<file path="src/rtl/secure_scan_gate_n.sv">
// secure_scan_gate_n: PUF-authenticated, multi-chain scan window gate.
// A request is checked against the die's PUF response. A pass opens a
// bounded window on the requested chains. Repeated mismatches force a
// timed lockout.
module secure_scan_gate_n #(
  parameter int NUM_CH      = 4,
  parameter int KEY_W       = 16,
  parameter int CNT_W       = 16,
  parameter int MAX_FAIL    = 3,
  parameter int LOCK_CYCLES = 64,
  localparam int FW         = $clog2(MAX_FAIL+1)
) (
  input  logic              TCK,
  input  logic              TRST_N,
  input  logic              auth_req,
  input  logic [KEY_W-1:0]  auth_resp,
  input  logic [KEY_W-1:0]  puf_resp,
  input  logic              puf_ready,
  input  logic [CNT_W-1:0]  window_len,
  input  logic [NUM_CH-1:0] ch_req,
  input  logic              relock,
  input  logic [NUM_CH-1:0] scan_si,
  input  logic [NUM_CH-1:0] chain_so,
  output logic [NUM_CH-1:0] chain_si,
  output logic [NUM_CH-1:0] scan_so,
  output logic [NUM_CH-1:0] scan_enable,
  output logic              window_open,
  output logic              locked,
  output logic              auth_busy,
  output logic              auth_done,
  output logic [1:0]        auth_status,
  output logic [CNT_W-1:0]  remaining,
  output logic [FW-1:0]     fail_count
);

  typedef enum logic [1:0] {S_IDLE, S_CHECK, S_OPEN, S_LOCK} state_t;

  localparam logic [FW-1:0]    FAIL_MAX  = FW'(MAX_FAIL);
  localparam logic [FW-1:0]    FAIL_LAST = FW'(MAX_FAIL-1);
  localparam logic [CNT_W-1:0] LOCK_LD   = CNT_W'(LOCK_CYCLES);
  localparam logic [CNT_W-1:0] CNT_ONE   = CNT_W'(1);

  localparam logic [1:0] ST_PASS = 2'b00;
  localparam logic [1:0] ST_MISM = 2'b01;
  localparam logic [1:0] ST_INV  = 2'b10;
  localparam logic [1:0] ST_LOCK = 2'b11;

  state_t            state_q;
  logic [KEY_W-1:0]  resp_q, puf_q;
  logic              rdy_q;
  logic [NUM_CH-1:0] mask_q, en_q;
  logic [CNT_W-1:0]  len_q, rem_q;
  logic [FW-1:0]     fail_q;
  logic              done_q;
  logic [1:0]        status_q;

  // Auth FSM: all outputs are registered here; counters load on state entry.
  always_ff @(posedge TCK) begin
    if (!TRST_N) begin
      state_q  <= S_IDLE;
      resp_q   <= '0;
      puf_q    <= '0;
      rdy_q    <= 1'b0;
      mask_q   <= '0;
      len_q    <= '0;
      en_q     <= '0;
      rem_q    <= '0;
      fail_q   <= '0;
      done_q   <= 1'b0;
      status_q <= ST_PASS;
    end else begin
      done_q <= 1'b0;
      case (state_q)
        S_IDLE: begin
          if (auth_req) begin
            state_q <= S_CHECK;
            resp_q  <= auth_resp;
            puf_q   <= puf_resp;
            rdy_q   <= puf_ready;
            mask_q  <= ch_req;
            len_q   <= window_len;
          end
        end
        S_CHECK: begin
          done_q <= 1'b1;
          if (!rdy_q || mask_q == '0 || len_q == '0) begin
            status_q <= ST_INV;
            state_q  <= S_IDLE;
          end else if (resp_q != puf_q) begin
            status_q <= ST_MISM;
            if (fail_q >= FAIL_LAST) begin
              // Saturate at the limit and start the lockout timer.
              fail_q  <= FAIL_MAX;
              rem_q   <= LOCK_LD;
              state_q <= S_LOCK;
            end else begin
              fail_q  <= fail_q + FW'(1);
              state_q <= S_IDLE;
            end
          end else begin
            status_q <= ST_PASS;
            fail_q   <= '0;
            rem_q    <= len_q;
            en_q     <= mask_q;
            state_q  <= S_OPEN;
          end
        end
        S_OPEN: begin
          // <= 1 rather than == 1 so a zero count can never stall the window.
          if (relock || rem_q <= CNT_ONE) begin
            en_q    <= '0;
            rem_q   <= '0;
            state_q <= S_IDLE;
          end else begin
            rem_q <= rem_q - CNT_ONE;
          end
        end
        S_LOCK: begin
          if (rem_q <= CNT_ONE) begin
            rem_q   <= '0;
            fail_q  <= '0;
            state_q <= S_IDLE;
          end else begin
            rem_q <= rem_q - CNT_ONE;
            // Refuse requests with a status; skip if a pulse is already out
            // so auth_done never stays high two cycles running.
            if (auth_req && !done_q) begin
              done_q   <= 1'b1;
              status_q <= ST_LOCK;
            end
          end
        end
        default: state_q <= S_IDLE;
      endcase
    end
  end

  assign scan_enable = en_q;
  assign chain_si    = scan_si & en_q;
  assign scan_so     = chain_so & en_q;
  assign window_open = (state_q == S_OPEN);
  assign locked      = (state_q == S_LOCK);
  assign auth_busy   = (state_q == S_CHECK);
  assign auth_done   = done_q;
  assign auth_status = status_q;
  assign remaining   = rem_q;
  assign fail_count  = fail_q;

endmodule

</file>
<file path="config.mk">
export PLATFORM = sky130hd
export DESIGN_NAME = secure_scan_gate_n
export DESIGN_NICKNAME = d
export VERILOG_FILES = /design/src/rtl/secure_scan_gate_n.sv
export SDC_FILE = /design/constraint.sdc
export NUM_CORES = 1
export LEC_CHECK = 0
export CELL_PAD_IN_SITES_DETAIL_PLACEMENT = 0
export CELL_PAD_IN_SITES_GLOBAL_PLACEMENT = 1
export CORE_ASPECT_RATIO = 2
export CORE_MARGIN = 8
export CORE_UTILIZATION = 31
export DETAILED_ROUTE_END_ITERATION = 10
export PLACE_DENSITY_LB_ADDON = 0.1
export SLEW_MARGIN = 20
export SYNTH_ARGS = -nofsm -noshare
export SYNTH_HDL_FRONTEND = slang
export SYNTH_SLANG_ARGS = --single-unit
</file>
<file path="constraint.sdc">
create_clock -name TCK -period 1.9 [get_ports TCK]
set_input_delay 0.285 -clock TCK [delete_from_list [all_inputs] [get_ports TCK]]
set_output_delay 0.285 -clock TCK [all_outputs]
set_load 0.02 [all_outputs]
</file>
# [Word level (Yosys, flattened, before mapping)]
# Index checks and enable logic that the tools add are counted.
[classes] add_sub_neg=2 magnitude_cmp=2 n_eq_ne=12 mux=29 bitwise_logic=2 n_reduce_logical=18
[op_table] op="2-to-1 mux 16 bit" n=5
[op_table] op="one-hot mux 16 bit (3 select lines)" n=1
[op_table] op="2-to-1 mux 2 bit" n=12
[op_table] op="<= comparator 16 x 1 -> 1 bit, second input constant" n=1
[op_table] op="zero test 16 bit" n=1
[op_table] op="inequality test 16 bit" n=1
[op_table] op="subtractor 16 x 1 -> 16 bit, second input constant" n=1
[op_table] op="2-to-1 mux 4 bit" n=3
[op_table] op="AND reduction 3 bit" n=4
[op_table] op="bitwise AND 4 bit" n=2
[op_table] op="inequality test 2 bit, second input constant" n=4
[op_table] op="one-hot mux 2 bit (2 select lines)" n=2
[op_table] op="one-hot mux 2 bit (4 select lines)" n=1
[op_table] op="one-hot mux 4 bit (2 select lines)" n=1
[op_table] op="inequality test 2 x 1 -> 1 bit, second input constant" n=3
[op_table] op="equality test 2 bit, second input constant" n=2
[op_table] op="zero test 4 bit" n=1
[op_table] op="AND reduction 4 bit" n=1
[op_table] op="nonzero test 2 bit" n=2
[op_table] op="logical OR 1 bit" n=3
[op_table] op="2-to-1 mux 1 bit" n=3
[op_table] op="inequality test 3 x 2 -> 1 bit, second input constant" n=1
[op_table] op="nonzero test 3 bit" n=1
[op_table] op="adder 2 x 1 -> 2 bit, second input constant" n=1
[op_table] op="7 further kinds" n=8
[totals] ff_bits=80 in_bits=65

# [Longest topological paths before layout]
[depth] ltp_word=5 depth_mapped=9

# [Worst setup path before layout]
# Ideal clock, no wire load.
[synth_timing] path_kind="flip-flop to flip-flop" from="register rem_q[8], in the netlist remaining[8]" to="register rem_q[15], in the netlist remaining[15]" setup_time_ns=0.122 arrival_ns=1.880 t_required_ns=1.778 slack_ns=-0.102 stages_incl_launch_ff=7 path_buffers=0 period_less_slack_ns=2.002 cell_sequence="dfxtp_1 -> or4_4 -> or3_4 -> nor3_2 -> xnor2_1 -> a2bb2oi_1 -> a21oi_2"
[synth_via] elab_chain_cells=4 elab_cells_between_ends=6
[synth_rtl] item="start, declared" line="52" text="logic [CNT_W-1:0] len_q, rem_q;"
[synth_rtl] item="start signal, assigned" line="103" text="rem_q <= len_q;"
[synth_rtl] item="start signal, assigned" line="115" text="rem_q <= rem_q - CNT_ONE;"
[synth_rtl] item="start signal, assigned" line="124" text="rem_q <= rem_q - CNT_ONE;"
[synth_rtl] item="<= comparator 16 x 1 -> 1 bit" line="110, 119"
[synth_rtl] item="logical OR 1 bit" line="110" text="if (relock || rem_q <= CNT_ONE) begin"
[synth_rtl] item="2-to-1 mux 16 bit" line="110"
[synth_rtl] item="one-hot mux 16 bit (3 select lines) *" line="73" text="case (state_q)"
# Mark *: on every way between the ends. The rest lies on a longest branch, timed or not.
# A chain may end at the register's enable or synchronous reset.

# [Worst setup path after layout]
[layout_timing] from="register rem_q[9], in the netlist remaining[9]" to="register rem_q[15], in the netlist remaining[15]"
# Same word-level chain as after synthesis.

==> flow_summary.html <==
<table>
<tr><th>Metric</th><th>Value</th></tr>
<tr><th colspan="2">Critical path</th></tr>
<tr><td>CP peak stage delay</td><td>540 ps</td></tr>
<tr><td>Critical register-to-register path startpoint</td><td>remaining[9]</td></tr>
<tr><td>CP cell instances</td><td>or4_4 -&gt; nor4_4 -&gt; a21o_1 -&gt; buf_6 -&gt; buf_4 -&gt; a2bb2oi_2 -&gt; a21oi_2</td></tr>
<tr><td>Worst path arrival time</td><td>2170 ps</td></tr>
<tr><td>Slowest library cell on the worst path</td><td>or4_4</td></tr>
<tr><td>Worst path bufs/invs</td><td>2</td></tr>
<tr><td>Kind of critical path</td><td>flip-flop to flip-flop</td></tr>
<tr><td>Timing startpoint of the critical path</td><td>remaining[9]</td></tr>
<tr><td>Setup crit start kind</td><td>flip-flop</td></tr>
<tr><td>Largest delay share family, worst path</td><td>simple AND/OR/NAND/NOR gates</td></tr>
<tr><td>Required arrival time at the worst endpoint</td><td>2120 ps</td></tr>
<tr><td>Biggest fanout along the worst timing path</td><td>12</td></tr>
<tr><td>Critical Path End Type</td><td>flip-flop</td></tr>
<tr><th colspan="2">Finish</th></tr>
<tr><td>Layout net count</td><td>678</td></tr>
<tr><td>Share of post-route cells with drive strength above 1</td><td>0.190</td></tr>
<tr><td>Fillers</td><td>1209</td></tr>
<tr><td>Most frequent standard cell in the layout excluding fill and tap cells</td><td>nand2_1</td></tr>
<tr><td>Post-Layout Cell Count</td><td>760</td></tr>
<tr><td>Area of combinational cells with multiple inputs</td><td>2070 um^2</td></tr>
<tr><td>Area taken by flip-flops and latches</td><td>1610 um^2</td></tr>
<tr><td>Layout area overhead</td><td>58.7%</td></tr>
<tr><td>Most used cells in the layout excluding fill and tap cells</td><td>nand2_1 (115), clkdlybuf4s50_1 (97), a21oi_1 (83)</td></tr>
<tr><td>Number of antenna diodes</td><td>0</td></tr>
<tr><th colspan="2">Pwr</th></tr>
<tr><td>P_sw</td><td>0.946 mW</td></tr>
<tr><td>Share of total power in the clock network</td><td>0.422</td></tr>
<tr><td>Share of total power in sequential cells</td><td>0.446</td></tr>
<tr><td>Comb pwr share</td><td>0.132</td></tr>
<tr><td>Int Power</td><td>3.10 mW</td></tr>
<tr><td>Power density over cell area</td><td>700 nW/um^2</td></tr>
<tr><td>Leakage Power</td><td>2.33 nW</td></tr>
<tr><td>IR Drop Worst-Case VDD</td><td>0.700 mV</td></tr>
<tr><td>Sw Share</td><td>0.234</td></tr>
<tr><th colspan="2">Yosys</th></tr>
<tr><td>Number of nets in the synthesized netlist</td><td>529</td></tr>
<tr><td>Sequential area share after synthesis</td><td>0.440</td></tr>
<tr><td>Cell count after synthesis</td><td>462</td></tr>
<tr><td>Synth unique cells</td><td>51</td></tr>
<tr><td>Avg Cell Area, Syn</td><td>7.89 um^2</td></tr>
<tr><td>Number of flops mapped to enable cells by yosys</td><td>0</td></tr>
<tr><td>Warning count from the yosys run</td><td>0</td></tr>
<tr><td>Async set-reset flop share out of synthesis</td><td>0</td></tr>
<tr><td>Area of the mapped netlist</td><td>3640 um^2</td></tr>
<tr><td>Prevailing post-synth register cell</td><td>dfxtp_1</td></tr>
<tr><td>Synthesized flop and latch total</td><td>80</td></tr>
<tr><th colspan="2">Floorplanning</th></tr>
<tr><td>Overall die width</td><td>92.7 um</td></tr>
<tr><td>Floorplan die height</td><td>169 um</td></tr>
<tr><td>Core footprint</td><td>11600 um^2</td></tr>
<tr><td>Boundary Pins</td><td>101</td></tr>
<tr><td>Effective utilization at floorplan</td><td>0.313</td></tr>
<tr><td>Floorplan row count</td><td>56</td></tr>
<tr><td>Total Die Area</td><td>15700 um^2</td></tr>
<tr><th colspan="2">STA</th></tr>
<tr><td>Tightest Pin Transition</td><td>508 ps</td></tr>
<tr><td>Final hold viol count</td><td>0</td></tr>
<tr><td>Worst hold slack</td><td>464 ps</td></tr>
<tr><td>RSZ-0062 raised after global routing</td><td>yes</td></tr>
<tr><td>Number of pins exceeding their max-slew limit in the final report</td><td>0</td></tr>
<tr><td>Worst-case clock skew</td><td>4.71 ps</td></tr>
<tr><td>Shortest clock period the worst path allows after layout</td><td>1950 ps</td></tr>
<tr><td>Final sum of negative setup slack</td><td>-141 ps</td></tr>
<tr><td>Finish-stage setup viols</td><td>6</td></tr>
<tr><td>Worst setup slack after layout</td><td>-50.1 ps</td></tr>
<tr><td>Highest attainable clock frequency</td><td>0.513 GHz</td></tr>
<tr><td>Ratio of final minimum period to clock period</td><td>1.03</td></tr>
<tr><td>Relative slew margins</td><td>0.661</td></tr>
<tr><th colspan="2">CTS</th></tr>
<tr><td>H-Tree Level Count</td><td>3</td></tr>
<tr><td>TritonCTS clock tree</td><td>done</td></tr>
<tr><td>Number of clock sinks</td><td>80</td></tr>
<tr><td>Clock tree buffer depth</td><td>2</td></tr>
<tr><td>CTS clk-pin slew, worst paths</td><td>60 ps</td></tr>
<tr><td>Root buffer selected by CTS</td><td>clkbuf_16</td></tr>
<tr><td>TritonCTS Buffers</td><td>9</td></tr>
<tr><td>CTS Hold Bufs</td><td>0</td></tr>
<tr><td>Clock Latency Late Sink</td><td>330 ps</td></tr>
<tr><th colspan="2">Hold path</th></tr>
<tr><td>Hold path startpoint</td><td>puf_q[14]</td></tr>
<tr><td>Path class of the lowest-slack min-delay path</td><td>flip-flop to flip-flop</td></tr>
<tr><th colspan="2">Detailed routing</th></tr>
<tr><td>Mean number of vias per cell</td><td>4.91</td></tr>
<tr><td>Initial drt markers</td><td>117</td></tr>
<tr><td>Vias after detailed routing</td><td>3735</td></tr>
<tr><td>Number of nets with antenna violations after detailed routing</td><td>0</td></tr>
<tr><td>Detailed Route WL</td><td>12400 um</td></tr>
<tr><td>Number of search-and-repair iterations in the first detailed-routing pass</td><td>6</td></tr>
<tr><td>Post-route DRC</td><td>0</td></tr>
<tr><td>Routed wire per std cell</td><td>16.3 um</td></tr>
<tr><th colspan="2">GRT</th></tr>
<tr><td>Global-route wire length before repair</td><td>19300 um</td></tr>
<tr><td>Antenna violations before repair</td><td>0</td></tr>
<tr><td>Overall Global Routing Usage</td><td>0.157</td></tr>
<tr><td>Pin count of the biggest net entering global routing</td><td>49</td></tr>
<tr><td>Overflow left after global routing</td><td>0</td></tr>
<tr><td>Number of global-route vias before repair</td><td>3813</td></tr>
<tr><th colspan="2">Placed design</th></tr>
<tr><td>Placed cell count</td><td>739</td></tr>
<tr><td>Final weighted congestion of routability-driven global placement</td><td>0.770</td></tr>
<tr><td>Final HPWL DP</td><td>9410 um</td></tr>
<tr><td>Worst setup slack before clock tree synthesis</td><td>-85.5 ps</td></tr>
<tr><td>Count of input and output buffers</td><td>100</td></tr>
<tr><th colspan="2">Outcome</th></tr>
<tr><td>Status</td><td>finished, violations left</td></tr>
<tr><td>Violated checks</td><td>negative setup slack</td></tr>
<tr><th colspan="2">Flow run</th></tr>
<tr><td>Number of maximum-capacitance violations</td><td>0</td></tr>
</table>
[synthesized netlist by cell type, types with 2 or more instances]
library cell,n,area (um^2)
nand2_1,116,435
a21oi_1,85,425
dfxtp_1,80,1600
nor2_1,28,105
xnor2_1,21,184
clkbuf_1,20,75.1
o21ai_0,16,80.1
and2_1,15,93.8
nor4_1,6,37.5
inv_1,5,18.8
mux2i_1,5,50.1
nand4_1,5,31.3
nor3_1,4,20.0
xor2_1,4,35.0
buf_4,3,22.5
nand3_1,3,15.0
a2bb2oi_1,2,17.5
and3_1,2,12.5
buf_2,2,10.0
ha_1,2,25.0
nand3b_1,2,15.0
nor2b_1,2,12.5
nor4_2,2,25.0
o211a_1,2,20.0
o21ai_1,2,10.0
o32ai_1,2,17.5
or4_1,2,15.0
[power groups by stage]
stage,clock [mW],sequential (mW),combinational [mW]
floorplan,0,1.83,0.222
global placement,0,1.83,0.530
detailed placement,0,1.83,0.531
CTS,1.75,1.80,0.539
global route,1.82,1.81,0.592
finish,1.70,1.80,0.535
[kinds of logic after synthesis]
logic type,synth area share
and+or+nand+nor,0.255
xor gates and xnor gates,0.0601
buffers and inverters,0.0357
DFF,0.440
muxes,0.0137
AOI/OAI and AO/OA,0.189
adders and majority gates,0.00687
[worst reg2reg max path, cell delays in order (launching register included)]
cell	delay, ps
dfxtp_2	330
or4_4	540
nor4_4	240
a21o_1	230
buf_6	170
buf_4	130
a2bb2oi_2	140
a21oi_2	60
[timing repair]
| item | in CTS | in global routing |
|---|---|---|
| gates cloned | 0 | 2 |
| resized for setup | 13 | 34 |
| buffers inserted | 1 | 4 |
| pin swaps | 5 | 11 |
| setup endpoints to repair | 26 | 27 |
[registers in the layout (all words and copies together), names as in the netlist, 2 cells and up]
register and cells:
state_q 2, fail_count 2, auth_status 2, len_q 16
mask_q 4, puf_q 16, remaining 16, resp_q 16
scan_enable 4
[routing by layer]
layer / wire, um / vias up / share of wire / global-route usage
met3: 475 / 22 / 0.038 / 0.0284
met4: 316 / 0 / 0.025 / 0.0600
met5: 0 / - / 0 / 0
met1: 4260 / 1754 / 0.34 / 0.145
met2: 7350 / 85 / 0.59 / 0.319
li1: - / 1874 / - / -
[area by class of cell]
class                           count  area share
Sequential cell                    80       0.279
Clock inverter                      3     0.00736
Tap cell                          145      0.0314
Multi-Input combinational cell    351       0.358
Timing Repair Buffer              163       0.277
Clock buffer                       12      0.0426
Inverter                            6     0.00390
[final timing paths]
kind	to	slack, ps	cells past startpoint
max	remaining[15]	-50	7
min	puf_q[14]	460	2
max reg2reg	remaining[15]	-50	7
min reg2reg	puf_q[14]	460	2
[metrics by stage]
stage | cell area [um^2] | power (mW) | util
after floorplan | 3650 | 2.05 | -
after global placement | 5240 | 2.36 | 0.451
after detailed placement | 5240 | 2.37 | 0.451
after CTS | 5600 | 4.09 | 0.481
after global routing | 5780 | 4.23 | 0.497
final | 5780 | 4.04 | 0.497
(Power assumes the default switching activity.)
